<file path="src/rtl/alu_cmd_sequencer.sv">
// Command sequencer for an 8-bit combinational ALU: accepts operand/opcode
// commands, drives the ALU, waits a settle time and returns captured results.
module alu_cmd_sequencer #(
  parameter int WIDTH   = 8,
  parameter int SEL_W   = 3,
  parameter int NUM_OPS = 5,
  parameter int SETTLE  = 1
) (
  input  logic             clk,
  input  logic             rst_n,
  input  logic             cmd_valid,
  output logic             cmd_ready,
  input  logic [WIDTH-1:0] cmd_a,
  input  logic [WIDTH-1:0] cmd_b,
  input  logic [SEL_W-1:0] cmd_sel,
  input  logic             cmd_sweep,
  output logic [WIDTH-1:0] alu_a,
  output logic [WIDTH-1:0] alu_b,
  output logic [SEL_W-1:0] alu_sel,
  input  logic [WIDTH-1:0] alu_y,
  output logic             rsp_valid,
  input  logic             rsp_ready,
  output logic [WIDTH-1:0] rsp_y,
  output logic [SEL_W-1:0] rsp_sel,
  output logic             rsp_last,
  output logic             busy
);

  localparam int               CNT_W     = $clog2(SETTLE + 1);
  localparam logic [CNT_W-1:0] SETTLE_LD = CNT_W'(SETTLE);
  localparam logic [SEL_W-1:0] LAST_SEL  = SEL_W'(NUM_OPS - 1);

  typedef enum logic [1:0] {
    IDLE,
    DRIVE,
    RESP
  } state_e;

  state_e             state_q;
  logic [WIDTH-1:0]   a_q;
  logic [WIDTH-1:0]   b_q;
  logic [SEL_W-1:0]   sel_q;
  logic               sweep_q;
  logic [CNT_W-1:0]   cnt_q;
  logic [WIDTH-1:0]   rsp_y_q;
  logic [SEL_W-1:0]   rsp_sel_q;
  logic               rsp_last_q;
  logic               rsp_valid_q;
  logic               cmd_ready_q;
  logic               busy_q;
  logic               last_d;

  // A single command ends after one op, or after the final opcode of a sweep.
  always_comb begin
    last_d = !sweep_q || (sel_q == LAST_SEL);
  end

  always_ff @(posedge clk) begin
    // NOTE: every register is cleared here, including the datapath, because
    // the ALU-facing and response outputs must read 0 while in reset.
    if (!rst_n) begin
      state_q     <= IDLE;
      a_q         <= '0;
      b_q         <= '0;
      sel_q       <= '0;
      sweep_q     <= 1'b0;
      cnt_q       <= '0;
      rsp_y_q     <= '0;
      rsp_sel_q   <= '0;
      rsp_last_q  <= 1'b0;
      rsp_valid_q <= 1'b0;
      cmd_ready_q <= 1'b0;
      busy_q      <= 1'b0;
    end else begin
      // NOTE: non-blocking assignments throughout, so every branch below sees
      // the pre-edge register values regardless of statement order.
      case (state_q)
        IDLE: begin
          cmd_ready_q <= 1'b1;
          if (cmd_valid && cmd_ready_q) begin
            a_q         <= cmd_a;
            b_q         <= cmd_b;
            sweep_q     <= cmd_sweep;
            sel_q       <= cmd_sweep ? '0 : cmd_sel;
            cnt_q       <= SETTLE_LD;
            cmd_ready_q <= 1'b0;
            busy_q      <= 1'b1;
            state_q     <= DRIVE;
          end
        end

        DRIVE: begin
          cnt_q <= cnt_q - 1'b1;
          if (cnt_q == CNT_W'(1)) begin
            rsp_y_q     <= alu_y;
            rsp_sel_q   <= sel_q;
            rsp_last_q  <= last_d;
            rsp_valid_q <= 1'b1;
            state_q     <= RESP;
          end
        end

        RESP: begin
          if (rsp_ready) begin
            rsp_valid_q <= 1'b0;
            if (!rsp_last_q) begin
              sel_q   <= sel_q + 1'b1;
              cnt_q   <= SETTLE_LD;
              state_q <= DRIVE;
            end else begin
              busy_q      <= 1'b0;
              cmd_ready_q <= 1'b1;
              state_q     <= IDLE;
            end
          end
        end

        default: begin
          state_q <= IDLE;
        end
      endcase
    end
  end

  assign cmd_ready = cmd_ready_q;
  assign alu_a     = a_q;
  assign alu_b     = b_q;
  assign alu_sel   = sel_q;
  assign rsp_valid = rsp_valid_q;
  assign rsp_y     = rsp_y_q;
  assign rsp_sel   = rsp_sel_q;
  assign rsp_last  = rsp_last_q;
  assign busy      = busy_q;

endmodule

</file>
<file path="config.mk">
export PLATFORM = sky130hd
export DESIGN_NAME = alu_cmd_sequencer
export DESIGN_NICKNAME = d
export VERILOG_FILES = /design/src/rtl/alu_cmd_sequencer.sv
export SDC_FILE = /design/constraint.sdc
export NUM_CORES = 1
export LEC_CHECK = 0
export BUFFER_PORTS_ARGS = -buffer_cell sky130_fd_sc_hd__buf_2
export CAP_MARGIN = 20
export CORE_MARGIN = 5
export CORE_UTILIZATION = 46
export CTS_CLUSTER_DIAMETER = 60
export DETAILED_ROUTE_END_ITERATION = 10
export PLACE_DENSITY = 0.78
export SLEW_MARGIN = 30
export SYNTH_ARGS = -nofsm -noshare
export SYNTH_HDL_FRONTEND = slang
export SYNTH_SLANG_ARGS = --single-unit
export TNS_END_PERCENT = 10
</file>
<file path="constraint.sdc">
create_clock -name clk -period 1.79 [get_ports clk]
set_input_delay 0.0895 -clock clk [delete_from_list [all_inputs] [get_ports clk]]
set_output_delay 0.0895 -clock clk [all_outputs]
set_load 0.03 [all_outputs]
</file>
==> flow_summary.yaml <==
clocking:
  cts_buffers: 5
  clkTransAtPathRegs_ns: 0.10
  cts-resized-gates: 0
  cts.sinks: 38
  clock-root-buffer: "clkbuf_4"
  htree_levels: 2
  clk_path_buf_depth: 2
  cts_tree: "built"
  clk_latency_ns: 0.33
  cts_setup_buffers: 0
  hold_buffers: 26
detailed_routing:
  route.antenna.remaining_nets: 0
  routedWlPerCell_um: 12.5
  via_count: 1553
  drt-total-wl_um: 3930
  drt_iter0_markers: 88
  drc_errors: 0
  first_pass_iters: 4
  avgViaCountPerCell: 4.93
synthesis:
  synth_common_cells: "nand2_1 (59), dfxtp_1 (38), a21oi_1 (34)"
  synth_top_cell_by_area: "dfxtp_1"
  ys.flop_type: "dfxtp_1"
  ys_seq_area_share_pct: 51.0
  synth_edf_count: 0
  synthMostInstantiatedCell: "nand2_1"
  async_reset_ff_share_pct: 0
  synth_area_sq_um: 1490
  synth_area_leaders: "dfxtp_1 (51%), nand2_1 (15%), a21oi_1 (11%), and4bb_2 (1.7%), buf_2 (1.7%)"
  synth_top_area_share_pct: 51.0
  ys_warn_count: 0
  synthCells: 179
  ys_types: 31
  synth_area_per_cell_sq_um: 8.33
  ys_ff_latch: 38
  syn_nets: 213
floorplanning:
  core_sq_um: 3080
  io_pins: 66
  dieHeight_um: 66.9
  start_util_pct: 48.5
  die_w_um: 66.9
  row_count: 20
  dieArea_sq_um: 4480
sta:
  finalSetupTns_ns: 0
  fmax_mhz: 698
  min_period_over_period_pct: 80.1
  final-setup-viol-count: 0
  hold_violations: 0
  relSlewSlack_pct: 63.7
  hold_slack_ns: 0.0710
  fin_crit_ns: 1.43
  grt_setup_unrepaired: "no"
  finClkSkew_ns: 0.00131
  worst_slew_pin_slew_ns: 0.543
  drv_slew: 0
global_route:
  grt_first_pass_wirelength_um: 6470
  grt_overflow: 0
  grt_max_degree: 22
  antenna_found_initial: 0
  track_usage_pct: 19.2
  grt_pass1_vias: 1525
setup_path:
  start_kind: "flop"
  critPathCapture: "alu_b[2]"
  crit_path_end_kind: "flop"
  r2r_cells: 4
  crit_start: "state_q[1]"
  critical_path_arrival_ns: 1.70
  critPathRequiredTime_ns: 2.06
  reg2reg_slack_ns: 0.36
  worstPathMaxFanout: 14
  crit_type: "flop to flop"
  rr_startpoint: "state_q[1]"
  r2r_end: "alu_b[2]"
cells_and_area:
  syn2layout_area_growth_pct: 44.8
  antenna_cells_inserted: 0
  nets: 305
  layout-drive-gt1-share_pct: 29.5
  final_util_pct: 70.2
power:
  leakagePower_nw: 0.963
  ir_drop_mv: 0.545
  power.density_nw_per_um2: 819
  power_mw: 1.77
job:
  cap_viol_max_count: 0
place:
  port_buffers: 65
  gp_congestion: 0.811
  dp_hpwl_um: 2690
status:
  status: "completed"
min_path:
  min_path_type: "input pin to flop"
state kept, by name, indices dropped and copies added (netlist names):
signal	flops
rsp_valid	1
state_q	2
sweep_q	1
alu_b	8
alu_sel	3
rsp_sel	3
busy	1
rsp_last	1
cmd_ready	1
rsp_y	8
cnt_q	1
alu_a	8
cell families (layout without fill, tap and decap cells):
logic type / Yosys count / after routing / share of synthesized area (%)
compound gates: 45 / 45 / 18.3
flops: 38 / 38 / 51.0
buf+inv: 17 / 109 / 5.20
simple gates: 77 / 77 / 23.8
fa+ha+maj: 2 / 2 / 1.68
worst min path at each step:
stage               from          to  slack, ns  cells past startpoint
2_1_floorplan      rst_n   cmd_ready       0.22                      1
3_3_place_gp    cmd_a[1]    alu_a[1]       0.33                      3
3_5_place_dp    cmd_b[5]    alu_b[5]       0.33                      3
4_1_cts        rsp_ready  state_q[1]       0.06                      3
5_1_grt        rsp_ready  state_q[1]       0.06                      3
6_report       rsp_ready  state_q[1]       0.07                      3
power by group:
group          switching (mW)  internal (mW)
Clock                   0.254          0.148
Combinational           0.244          0.171
Sequential             0.0477          0.904
Total                   0.545           1.22
placed cells by master (no fill, tap or decap), drive strengths merged:
cell,synthesis,routed
a31oi,1,1
a311oi,1,1
nand3,1,1
dfxtp,38,38
o21ai,1,1
a32oi,1,1
nor4bb,1,1
o32ai,2,2
clkbuf,5,7
inv,5,5
nor2b,2,2
and3b,2,2
a221oi,1,1
ha,2,2
a211oi,1,1
nand4bb,2,2
nand2b,1,1
buf,6,70
o311a,1,1
or3,1,1
and4bb,2,2
clkinv,1,1
nor2,5,5
nand2,59,59
a21oi,34,34
dlygate4sd3,0,26
nand3b,1,1
o211a,1,1
o21a,1,1
critical path, stage by stage, from the launching register on:
cell and delay, ns:
dfxtp_1 0.53, nand4bb_1 0.35, buf_4 0.27, nand2_1 0.07, a21oi_1 0.15
through the flow:
stage          setup WS, ns  instance area (sq um)  std cells
2_1_floorplan         0.284                   1490        179
3_3_place_gp          0.433                   1850        282
3_5_place_dp          0.373                   1850        282
4_1_cts               0.349                   2160        315
5_1_grt               0.178                   2160        315
6_report              0.357                   2160        315
routing by layer:
metal	track usage (%)	part of all wire, %
met5	0	0
met2	34.8	50
met3	6.07	10
met1	19.7	40
met4	9.62	0.74
cell type report:
class	count	area [sq um]
Clock buffer	7	45.0
Fill cell	278	918
Inverter	6	22.5
Multi-Input combinational cell	124	653
Sequential cell	38	761
Tap cell	44	55.1
Timing Repair Buffer	96	623
No activity file was read; power rests on OpenSTA's default activity.
